### src/rtl/byte_assembler_pkg.sv
// Shared constants and types for the serial byte assembler.
//   BYTE_W         : width of an assembled byte
//   BITS_PER_FRAME : serial bits between frame strobes
//   BC_W           : width of the saturating bit counter (0..BITS_PER_FRAME)
//   state_t        : framing FSM states
package assembler_pkg;
    localparam int BYTE_W         = 8;
    localparam int BITS_PER_FRAME = 8;
    localparam int BC_W           = $clog2(BITS_PER_FRAME + 1);

    typedef enum logic {SYNC, RUN} state_t;
endpackage

### src/rtl/byte_assembler_if.sv
// Output byte stream with a valid/ready handshake.
//   m_data  : head-of-queue byte
//   m_valid : a byte is available
//   m_ready : consumer accepts m_data when m_valid && m_ready
// master = producer (assembler), slave = consumer.
interface byte_assembler_if;
    import assembler_pkg::*;

    logic [BYTE_W-1:0] m_data;
    logic              m_valid;
    logic              m_ready;

    modport master (output m_data, output m_valid, input m_ready);
    modport slave  (input m_data, input m_valid, output m_ready);
endinterface

### src/rtl/byte_assembler_fifo.sv
// Synchronous FIFO for assembled bytes, drop-on-full.
//   push/wdata : write request; ignored (and drop pulsed) when full with no pop
//   pop        : read request; ignored when empty
//   rdata      : head entry, zero while empty
//   full/empty : occupancy flags
//   level      : occupancy 0..DEPTH (pointer difference with one extra bit)
//   drop       : combinational pulse when a push is discarded
module byte_fifo #(
    parameter int DEPTH  = 4,
    parameter int BYTE_W = 8
) (
    input  logic                    clk,
    input  logic                    reset,
    input  logic                    push,
    input  logic [BYTE_W-1:0]       wdata,
    input  logic                    pop,
    output logic [BYTE_W-1:0]       rdata,
    output logic                    full,
    output logic                    empty,
    output logic [$clog2(DEPTH):0]  level,
    output logic                    drop
);
    localparam int AW = $clog2(DEPTH);
    localparam logic [AW:0] FULL_LVL = (AW+1)'(DEPTH);
    localparam logic [AW:0] PTR_ONE  = (AW+1)'(1);

    logic [BYTE_W-1:0] mem [DEPTH];
    logic [AW:0]       wr, rd;
    logic              pop_ok, push_ok;

    assign level   = wr - rd;
    assign empty   = (wr == rd);
    assign full    = (level == FULL_LVL);
    assign pop_ok  = pop & ~empty;
    // A full FIFO still accepts a push when the head leaves on the same edge.
    assign push_ok = push & (~full | pop_ok);
    assign drop    = push & full & ~pop_ok;
    assign rdata   = empty ? '0 : mem[rd[AW-1:0]];

    always_ff @(posedge clk) begin
        if (reset) begin
            wr <= '0;
            rd <= '0;
        end else begin
            if (push_ok) wr <= wr + PTR_ONE;
            if (pop_ok)  rd <= rd + PTR_ONE;
        end
    end

    // Storage needs no reset: rdata is masked while empty.
    always_ff @(posedge clk) begin
        if (push_ok) mem[wr[AW-1:0]] <= wdata;
    end
endmodule

### src/rtl/byte_assembler.sv
// Serial-to-parallel byte assembler framed by an external mod-8 strobe.
//   clk, reset : clock, synchronous active-high reset
//   sin        : serial bit, MSB first, sampled every clock
//   dv         : strobe marking the current bit as the last of a byte
//   m          : byte stream out (valid/ready), see byte_assembler_if
//   level      : output queue occupancy 0..DEPTH
//   synced     : framing FSM is locked (RUN)
//   frame_err  : one-cycle pulse after a short frame or a missing strobe
//   overflow   : sticky, a byte was dropped because the queue was full
module byte_assembler
    import assembler_pkg::*;
#(
    parameter int DEPTH = 4
) (
    input  logic                    clk,
    input  logic                    reset,
    input  logic                    sin,
    input  logic                    dv,
    byte_assembler_if.master        m,
    output logic [$clog2(DEPTH):0]  level,
    output logic                    synced,
    output logic                    frame_err,
    output logic                    overflow
);
    localparam logic [BC_W-1:0] BC_LAST = BC_W'(BITS_PER_FRAME - 1);
    localparam logic [BC_W-1:0] BC_MAX  = BC_W'(BITS_PER_FRAME);

    state_t            state_q, state_d;
    logic [BYTE_W-1:0] sh;
    logic [BC_W-1:0]   bc;
    logic [BYTE_W-1:0] byte_in;
    logic              push, err_d, drop, full, empty;

    // The strobe bit completes the byte in the same cycle it is sampled.
    assign byte_in = {sh[BYTE_W-2:0], sin};

    always_ff @(posedge clk) begin
        if (reset) begin
            sh        <= '0;
            bc        <= '0;
            state_q   <= SYNC;
            frame_err <= 1'b0;
            overflow  <= 1'b0;
        end else begin
            sh        <= byte_in;
            state_q   <= state_d;
            frame_err <= err_d;
            overflow  <= overflow | drop;
            if (dv)                bc <= '0;
            else if (bc != BC_MAX) bc <= bc + BC_W'(1);
        end
    end

    // bc counts bits already taken since the last strobe, so bc==7 on a
    // strobe means the current bit is the 8th; bc==8 without one is the 9th.
    always_comb begin
        state_d = state_q;
        push    = 1'b0;
        err_d   = 1'b0;
        case (state_q)
            SYNC: begin
                if (dv) state_d = RUN;
            end
            RUN: begin
                if (dv) begin
                    if (bc == BC_LAST) push  = 1'b1;
                    else               err_d = 1'b1;
                end else if (bc == BC_MAX) begin
                    err_d   = 1'b1;
                    state_d = SYNC;
                end
            end
            default: state_d = SYNC;
        endcase
    end

    assign synced = (state_q == RUN);

    byte_fifo #(.DEPTH(DEPTH), .BYTE_W(BYTE_W)) u_fifo (
        .clk   (clk),
        .reset (reset),
        .push  (push),
        .wdata (byte_in),
        .pop   (m.m_ready),
        .rdata (m.m_data),
        .full  (full),
        .empty (empty),
        .level (level),
        .drop  (drop)
    );

    assign m.m_valid = ~empty;
endmodule

### src/flat_wrapper.sv
// flat-port wrapper written by rule: the top's interface ports become plain ports
module byte_assembler_flat import assembler_pkg::*;
#(
    parameter int DEPTH = 4
)
  (clk, reset, sin, dv, level, synced, frame_err, overflow, m_m_data, m_m_valid, m_m_ready);
  byte_assembler_if m_i ();
  input  logic clk;
  input  logic reset;
  input  logic sin;
  input  logic dv;
  output logic [$clog2(DEPTH):0] level;
  output logic synced;
  output logic frame_err;
  output logic overflow;
  output wire logic [$bits(m_i.m_data)-1:0] m_m_data;
  output wire logic [$bits(m_i.m_valid)-1:0] m_m_valid;
  input wire logic [$bits(m_i.m_ready)-1:0] m_m_ready;
  assign m_m_data = m_i.m_data;
  assign m_m_valid = m_i.m_valid;
  assign m_i.m_ready = m_m_ready;
  byte_assembler #(.DEPTH(DEPTH)) u_core (.clk(clk), .reset(reset), .sin(sin), .dv(dv), .m(m_i), .level(level), .synced(synced), .frame_err(frame_err), .overflow(overflow));
endmodule
### config.mk
export PLATFORM = sky130hd
export DESIGN_NAME = byte_assembler_flat
export DESIGN_NICKNAME = d
export VERILOG_FILES = /design/src/rtl/byte_assembler_pkg.sv /design/src/rtl/byte_assembler_if.sv /design/src/rtl/byte_assembler_fifo.sv /design/src/rtl/byte_assembler.sv /design/src/flat_wrapper.sv
export SDC_FILE = /design/constraint.sdc
export NUM_CORES = 1
export LEC_CHECK = 0
export CORE_UTILIZATION = 56
export DETAILED_ROUTE_END_ITERATION = 6
export MAX_ROUTING_LAYER = met4
export PLACE_DENSITY_LB_ADDON = 0.1
export SYNTH_ARGS = -nofsm -noshare
export SYNTH_HDL_FRONTEND = slang
export SYNTH_SLANG_ARGS = --single-unit
### constraint.sdc
create_clock -name clk -period 2.6 [get_ports clk]
set_input_delay 0.39 -clock clk [delete_from_list [all_inputs] [get_ports clk]]
set_output_delay 0.39 -clock clk [all_outputs]
set_load 0.02 [all_outputs]
==> results of run 1 <==
## registers in the layout, summed over array words and instances (netlist names), named ones only
signal	count
u_core.u_fifo.wr	3
u_core.overflow	1
u_core.frame_err	1
u_core.synced	1
u_core.u_fifo.mem	32
u_core.bc	4
u_core.u_fifo.rd	3
u_core.sh	7
## Yosys cell counts (4+ instances only)
library cell,number,share of area (%)
dfxtp_1,22,20
edfxtp_1,32,43
ha_1,9,5.0
inv_1,10,1.7
mux4_2,8,8.1
nand2_1,9,1.5
nor2_1,11,1.8
nor2b_1,17,4.8
nor3_1,5,1.1
xnor2_1,4,1.6
## layout make-up
type / instances / area, sq um
Clock buffer: 7 / 76.3
Clock inverter: 1 / 30.0
Fill cell: 271 / 1140
Inverter: 10 / 37.5
Multi-Input combinational cell: 87 / 782
Sequential cell: 54 / 1400
Tap cell: 48 / 60.1
Timing Repair Buffer: 24 / 218
## metrics by stage
stage / total power [mW] / instances / worst slack [ns] / util (%) / instance area [sq um]
floorplan: 0.947 / 156 / 0.329 / - / 2230
global placement: 0.963 / 223 / 0.262 / 66.7 / 2500
detailed placement: 0.965 / 223 / 0.191 / 66.7 / 2500
CTS: 1.49 / 231 / 0.0699 / 69.5 / 2600
global route: 1.52 / 231 / 0.0661 / 69.6 / 2610
finish: 1.48 / 231 / 0.151 / 69.6 / 2610
## how the worst max path moves through the flow
| stage | start | slack, ns | to |
|---|---|---|---|
| after floorplan | u_core.u_fifo.wr[0]$_SDFFE_PP0P_ | 0.33 | u_core.u_fifo.mem[0][0]$_DFFE_PP_ |
| after global placement | u_core.u_fifo.wr[0]$_SDFFE_PP0P_ | 0.26 | level[2] |
| after detailed placement | u_core.u_fifo.wr[0]$_SDFFE_PP0P_ | 0.19 | u_core.u_fifo.mem[0][2]$_DFFE_PP_ |
| after CTS | u_core.u_fifo.rd[1]$_SDFFE_PP0P_ | 0.07 | m_m_valid |
| after global routing | u_core.u_fifo.wr[0]$_SDFFE_PP0P_ | 0.07 | u_core.u_fifo.mem[1][6]$_DFFE_PP_ |
| final | u_core.u_fifo.wr[0]$_SDFFE_PP0P_ | 0.15 | level[2] |
## power by group through the flow
| stage | Clock, mW | Combinational [mW] | Sequential [mW] |
|---|---|---|---|
| after detailed placement | 0 | 0.0349 | 0.930 |
| after CTS | 0.545 | 0.0352 | 0.910 |
| after global placement | 0 | 0.0332 | 0.929 |
| after global routing | 0.571 | 0.0389 | 0.911 |
| after floorplan | 0 | 0.0168 | 0.930 |
| final | 0.536 | 0.0348 | 0.910 |
## critical path: stages, from the launching register on
cell and delay, ns:
dfxtp_1 0.39, inv_1 0.13, ha_4 0.19, fa_1 0.44, xor3_2 0.26, dlygate4sd2_1 0.34
## logic make-up after synthesis
group           after synthesis
compound gates                7
xor+xnor                      7
fa+ha+maj                    10
buf+inv                      15
flops                        54
mux                          13
simple gates                 50
## layer usage
layer  vias to the layer above  global-route usage (%)
met1                       591                    23.6
met2                        27                    34.9
met3                         6                    4.17
met5                         -                       -
li1                        600                       -
met4                         0                    9.78
==> results by group, run 1 <==
Global route
  • Largest net degree at the start of global routing: 16
  • Total GRT Usage: between 20% and 30%
  • Vias in the first global route: 1289
  • First-pass GRT wire length: between 6000 and 7000 um
  • GRT overflow: 0
  • Initial antenna violation count: 0

Setup path
  • FF-to-FF End: u_core.u_fifo.mem[0][1]$_DFFE_PP_
  • Worst setup SP type: flop
  • CP Max Fanout: 4
  • RR Startpoint: u_core.u_fifo.wr[0]$_SDFFE_PP0P_
  • R2R cell count: 7
  • Critical path class: flop to output port
  • Reg2reg setup slack: between 0.15 and 0.2 ns
  • Crit end category: output port
  • Crit path arrival time: between 2 and 2.5 ns
  • Required time worst endpoint: ~2.2 ns

Die
  • Die Width: 65.1 um
  • # IOs: 20
  • Die Height: 65.1 um
  • Core area: around 3700 sq um
  • # rows: 22
  • Initial Utilization: a little under 60%
  • Die area: ~4200 sq um

Logic synthesis
  • Post-synthesis mux area share: a little over a tenth
  • #FFs+latches synth: 54
  • Synth Warn #: 0
  • Mapped Nets: around 170
  • Synth Area in Simple Gates: about an eighth
  • Post-synthesis sequential area ratio: between 60 and 70%
  • Cell variety after synth: 28
  • Compound-cell area share of the yosys netlist: under 10%
  • Syn avg cell area: between 10 and 15 sq um
  • Post-synth ARST share: 0%
  • Dominant synthesized flop cell: edfxtp_1
  • Synth Cell Area: approximately 2200 sq um
  • Adder-cell share of the synthesized area: 5.94%
  • EDFF count, synth: 32
  • Synth Area in XOR/XNOR: between 3 and 4%
  • Cell count after synthesis: ~160
  • Largest family of logic cells by synthesized area: simple AND/OR/NAND/NOR gates

Routing
  • Wire per inst: around 16 um
  • Drt drc: 0
  • Vias: approximately 1.2k
  • Met3 WL post-DR: approximately 120 um
  • Routed WL: ~3600 um
  • Initial DRT Pass Iterations: 4
  • DRT iter0 DRCs: 43
  • Met2 WL: about 1800 um
  • Routed Antenna Nets: 0
  • Met1 wire length: 1590 um
  • Via density: 5.30
  • DR top layer: met4

CTS
  • Resize count post-CTS: 11
  • Max clock buf depth: 2
  • CTS tree: built
  • Hold-fix buffers at CTS: 0
  • Post-CTS Setup Bufs: 0
  • H-Tree Depth: 2
  • CTS Root Cell: clkbuf_8
  • CTS buffer count: 5
  • Worst-Skew Late Latency: roughly 0.30 ns
  • Clock slew seen by the registers of the worst setup and hold paths: ~0.090 ns
  • Clock sink total: 54

Pwr
  • VDD IR max: 0.362 mV
  • PD cells: ~570 nW/um^2
  • Sw Pwr: roughly 270 uW
  • Clock Power Share: about 36%
  • Internal Pwr Total: between 1 and 1.5 mW
  • Seq pwr share: around three fifths
  • Leakage: between 0.9 and 1 nW
  • Switching share of power: 18.4%
  • Gate power share: 2.4%

STA
  • Final Setup Violations: 0
  • WHS: between 0.4 and 0.5 ns
  • Max-slew violations: 0
  • Final Hold Viols: 0
  • Clock Skew: roughly 0.0065 ns
  • Period utilization: 94.2%
  • Worst-margin pin slew: just under 0.5 ns
  • Slew headroom: about two thirds
  • Post-layout min period: ~2.4 ns
  • RSZ-0062 raised after global routing: no
  • Setup_tns: 0 ns
  • Achievable Freq: 408 MHz

Cells and area
  • Final nets: 197
  • Commonest non-fill, non-tap cell in the layout: edfxtp_1
  • Commonest cells after routing, fill and taps aside: edfxtp_1 (32), dfxtp_1 (22), nor2b_1 (17)
  • Ratio of cells with drive above 1 in the final layout: about 15%
  • Area Overhead vs Synth: 16.7%
  • Diodes inserted: 0

Hold path
  • Worst min-delay path category: flop to flop
  • Hold Path End: u_core.u_fifo.mem[0][7]$_DFFE_PP_
  • WHS Path Cells: 0
  • Hold Path Origin: u_core.sh[6]$_SDFF_PP0_

Outcome
  • Status: finished clean

Placement
  • RePlAce Congestion: 0.826
  • Post-DP HPWL: approximately 2500 um
  • Port Buffers: 19

Flow run
  • Max_cap viols: 0
(Power assumes the default switching activity.)
==> run 2: changes to the inputs <==
--- a/config.mk
+++ b/config.mk
@@ -5,6 +5,7 @@
 export SDC_FILE = /design/constraint.sdc
 export NUM_CORES = 1
 export LEC_CHECK = 0
+export CAP_MARGIN = 15
 export CORE_UTILIZATION = 56
 export DETAILED_ROUTE_END_ITERATION = 6
 export MAX_ROUTING_LAYER = met4
==> results of run 2 <==
No change in the layout: final DEF, timing and power equal those of run 1.
==> run 3: changes to the inputs <==
--- a/config.mk
+++ b/config.mk
@@ -6,7 +6,9 @@
 export NUM_CORES = 1
 export LEC_CHECK = 0
 export CAP_MARGIN = 15
-export CORE_UTILIZATION = 56
+export CORE_ASPECT_RATIO = 0.8
+export CORE_MARGIN = 2
+export CORE_UTILIZATION = 51
 export DETAILED_ROUTE_END_ITERATION = 6
 export MAX_ROUTING_LAYER = met4
 export PLACE_DENSITY_LB_ADDON = 0.1
==> constraint.sdc (replaced) <==
create_clock -name clk -period 2.13 [get_ports clk]
set_input_delay 0.3195 -clock clk [delete_from_list [all_inputs] [get_ports clk]]
set_output_delay 0.3195 -clock clk [all_outputs]
set_load 0.02 [all_outputs]
==> results by group, run 3 (same netlist as run 1, synthesis figures left out) <==
Cells and area
  • Ratio of cells with drive above 1 in the final layout: 25.0% (+9.7 points)
  • Final nets: 206 (+4.6%)
  • Max reg flops: 32 (unchanged)
  • Commonest non-fill, non-tap cell in the layout: edfxtp_1
  • Area Overhead vs Synth: 21.0%
  • Diodes inserted: 0 (unchanged)
  • Commonest cells after routing, fill and taps aside: edfxtp_1 (32), dfxtp_1 (19), nor2b_1 (17)

Global route
  • Largest net degree at the start of global routing: 18 (+2)
  • Vias in the first global route: 1226 (-4.9%)
  • First-pass GRT wire length: 6050 um (-0.12%)
  • Initial antenna violation count: 0 (unchanged)
  • GRT overflow: 0 (unchanged)
  • Total GRT Usage: 17.0% (-3.7 points)

CTS
  • Worst-Skew Late Latency: 0.30 ns (about the same)
  • Clock slew seen by the registers of the worst setup and hold paths: 0.08 ns (about the same)
  • CTS Root Cell: clkbuf_8
  • CTS buffer count: 5 (unchanged)
  • CTS tree: built
  • Clock sink total: 54 (unchanged)
  • H-Tree Depth: 2 (unchanged)
  • Post-CTS Setup Bufs: 0 (unchanged)
  • Max clock buf depth: 2 (unchanged)

STA
  • Clock Skew: 0.00491 ns (-0.00155 ns)
  • Slew headroom: 54.4% (-12 points)
  • Period utilization: ~97%
  • Final Setup Violations: 0 (unchanged)
  • Post-layout min period: 2.07 ns
  • Achievable Freq: between 400 and 500 MHz
  • WHS: 0.476 ns (-0.0206 ns)
  • Final Hold Viols: 0 (unchanged)
  • Setup_tns: 0 ns (unchanged)
  • Worst-margin pin slew: 0.682 ns (+0.185 ns)
  • Max-slew violations: 0 (unchanged)

Placement
  • RePlAce Congestion: 0.831 (+0.62%)
  • Post-DP HPWL: 2530 um (-0.56%)
  • Port Buffers: 19 (unchanged)

Routing
  • Routed Antenna Nets: 0 (unchanged)
  • Initial DRT Pass Iterations: 4 (unchanged)
  • Wire per inst: 14.5 um (-7.2%)
  • Via density: 5.07 (-4.3%)
  • Drt drc: 0 (unchanged)
  • DRT iter0 DRCs: 78 (+81%)
  • Routed WL: 3610 um (about the same)
  • Vias: 1263 (+3.2%)

Outcome
  • Status: finished clean

Setup path
  • R2R cell count: 7 (unchanged)
  • Crit path arrival time: 1.75 ns (-0.31 ns)
  • CP Max Fanout: 3 (-1)
  • Required time worst endpoint: 1.81 ns (-0.40 ns)
  • Crit end category: output port
  • Reg2reg setup slack: 0.12 ns (-0.07 ns)
  • Critical path class: flop to output port
  • Worst setup SP type: flop

Die
  • Die Height: 63.2 um (-3.0%)
  • Initial Utilization: 53.1% (-6.5 points)
  • # rows: 21 (-4.5%)
  • Die Width: 78.0 um (+20%)
  • Die area: 4930 sq um (+16%)
  • # IOs: 20 (unchanged)
  • Core area: 4200 sq um (+12%)

Pwr
  • PD cells: 624 nW/um^2 (+9.8%)
  • VDD IR max: 0.416 mV (+15%)
  • Leakage: 0.994 nW (+0.77%)

Flow run
  • Max_cap viols: 0 (unchanged)

Hold path
  • Worst min-delay path category: flop to flop
  • WHS Path Cells: 1 (+1)
[run 3: cell count changes in the layout (fill, tap and decap cells not counted), sizes merged]
cell / before / now
clkbuf: 7 / 9
clkinv: 0 / 2
dlygate4sd2: 10 / 6
bufinv: 1 / 0
buf: 5 / 14
dlymetal6s2s: 1 / 0
clkdlybuf4s15: 0 / 2
[run 3: final cells by class]
| cell class | instances | area, sq um |
|---|---|---|
| sequential | 54 | 1410 |
| fill | 332 | 1500 |
| clock buffer | 6 | 72.6 |
| tap | 57 | 71.3 |
| timing repair buffer | 33 | 289 |
| clock inverter | 2 | 8.76 |
| inverter | 10 | 37.5 |
| multi-input combinational | 87 | 816 |
[run 3: through the flow]
stage | total power [mW] | std cells | utilization, % | cell area [sq um] | worst slack (ns)
final | 1.69 | 249 | 64.2 | 2700 | 0.0638
after global routing | 1.74 | 249 | 64.2 | 2700 | -0.00209
after CTS | 1.69 | 249 | 63.8 | 2680 | 0.0191
after detailed placement | 1.18 | 241 | 62.2 | 2620 | -0.0150
after global placement | 1.18 | 241 | 62.2 | 2620 | 0.00247
after floorplan | 1.16 | 156 | - | 2260 | -0.101
[run 3: path summary, 6_finish.rpt]
check / start / end
max: u_core.u_fifo.wr[0]$_SDFFE_PP0P_ / level[1]
min: u_core.overflow$_SDFF_PP0_ / u_core.overflow$_SDFF_PP0_
max reg2reg: u_core.u_fifo.wr[0]$_SDFFE_PP0P_ / u_core.u_fifo.mem[1][4]$_DFFE_PP_
min reg2reg: u_core.overflow$_SDFF_PP0_ / u_core.overflow$_SDFF_PP0_
[run 3: worst max-delay path, stage by stage, from the launching register on]
cell           delay, ns
dfxtp_2             0.34
inv_2               0.05
ha_4                0.15
fa_2                0.56
inv_1               0.04
dlygate4sd2_1       0.31
[run 3: report_power, final]
part           total [mW]  switching (mW)  leakage (nW)  internal, mW
registers            1.11         0.00680         0.448          1.10
logic              0.0434          0.0230         0.503        0.0204
clock network       0.531           0.305        0.0426         0.226
[run 3: metal layers]
layer  GRT usage, %  wire length, um
met3           4.01              163
met1           23.8             1710
met5              -                0
met4           7.24               61
met2           23.9             1670
[run 3: repair_timing]
| action | CTS | global route |
|---|---|---|
| hold buffers | 0 | 0 |
| gates resized for setup | 12 | 12 |
| endpoints found under the hold margin | 0 | 0 |
| pin swaps | 3 | 0 |
| endpoints found under the setup margin | 15 | 10 |
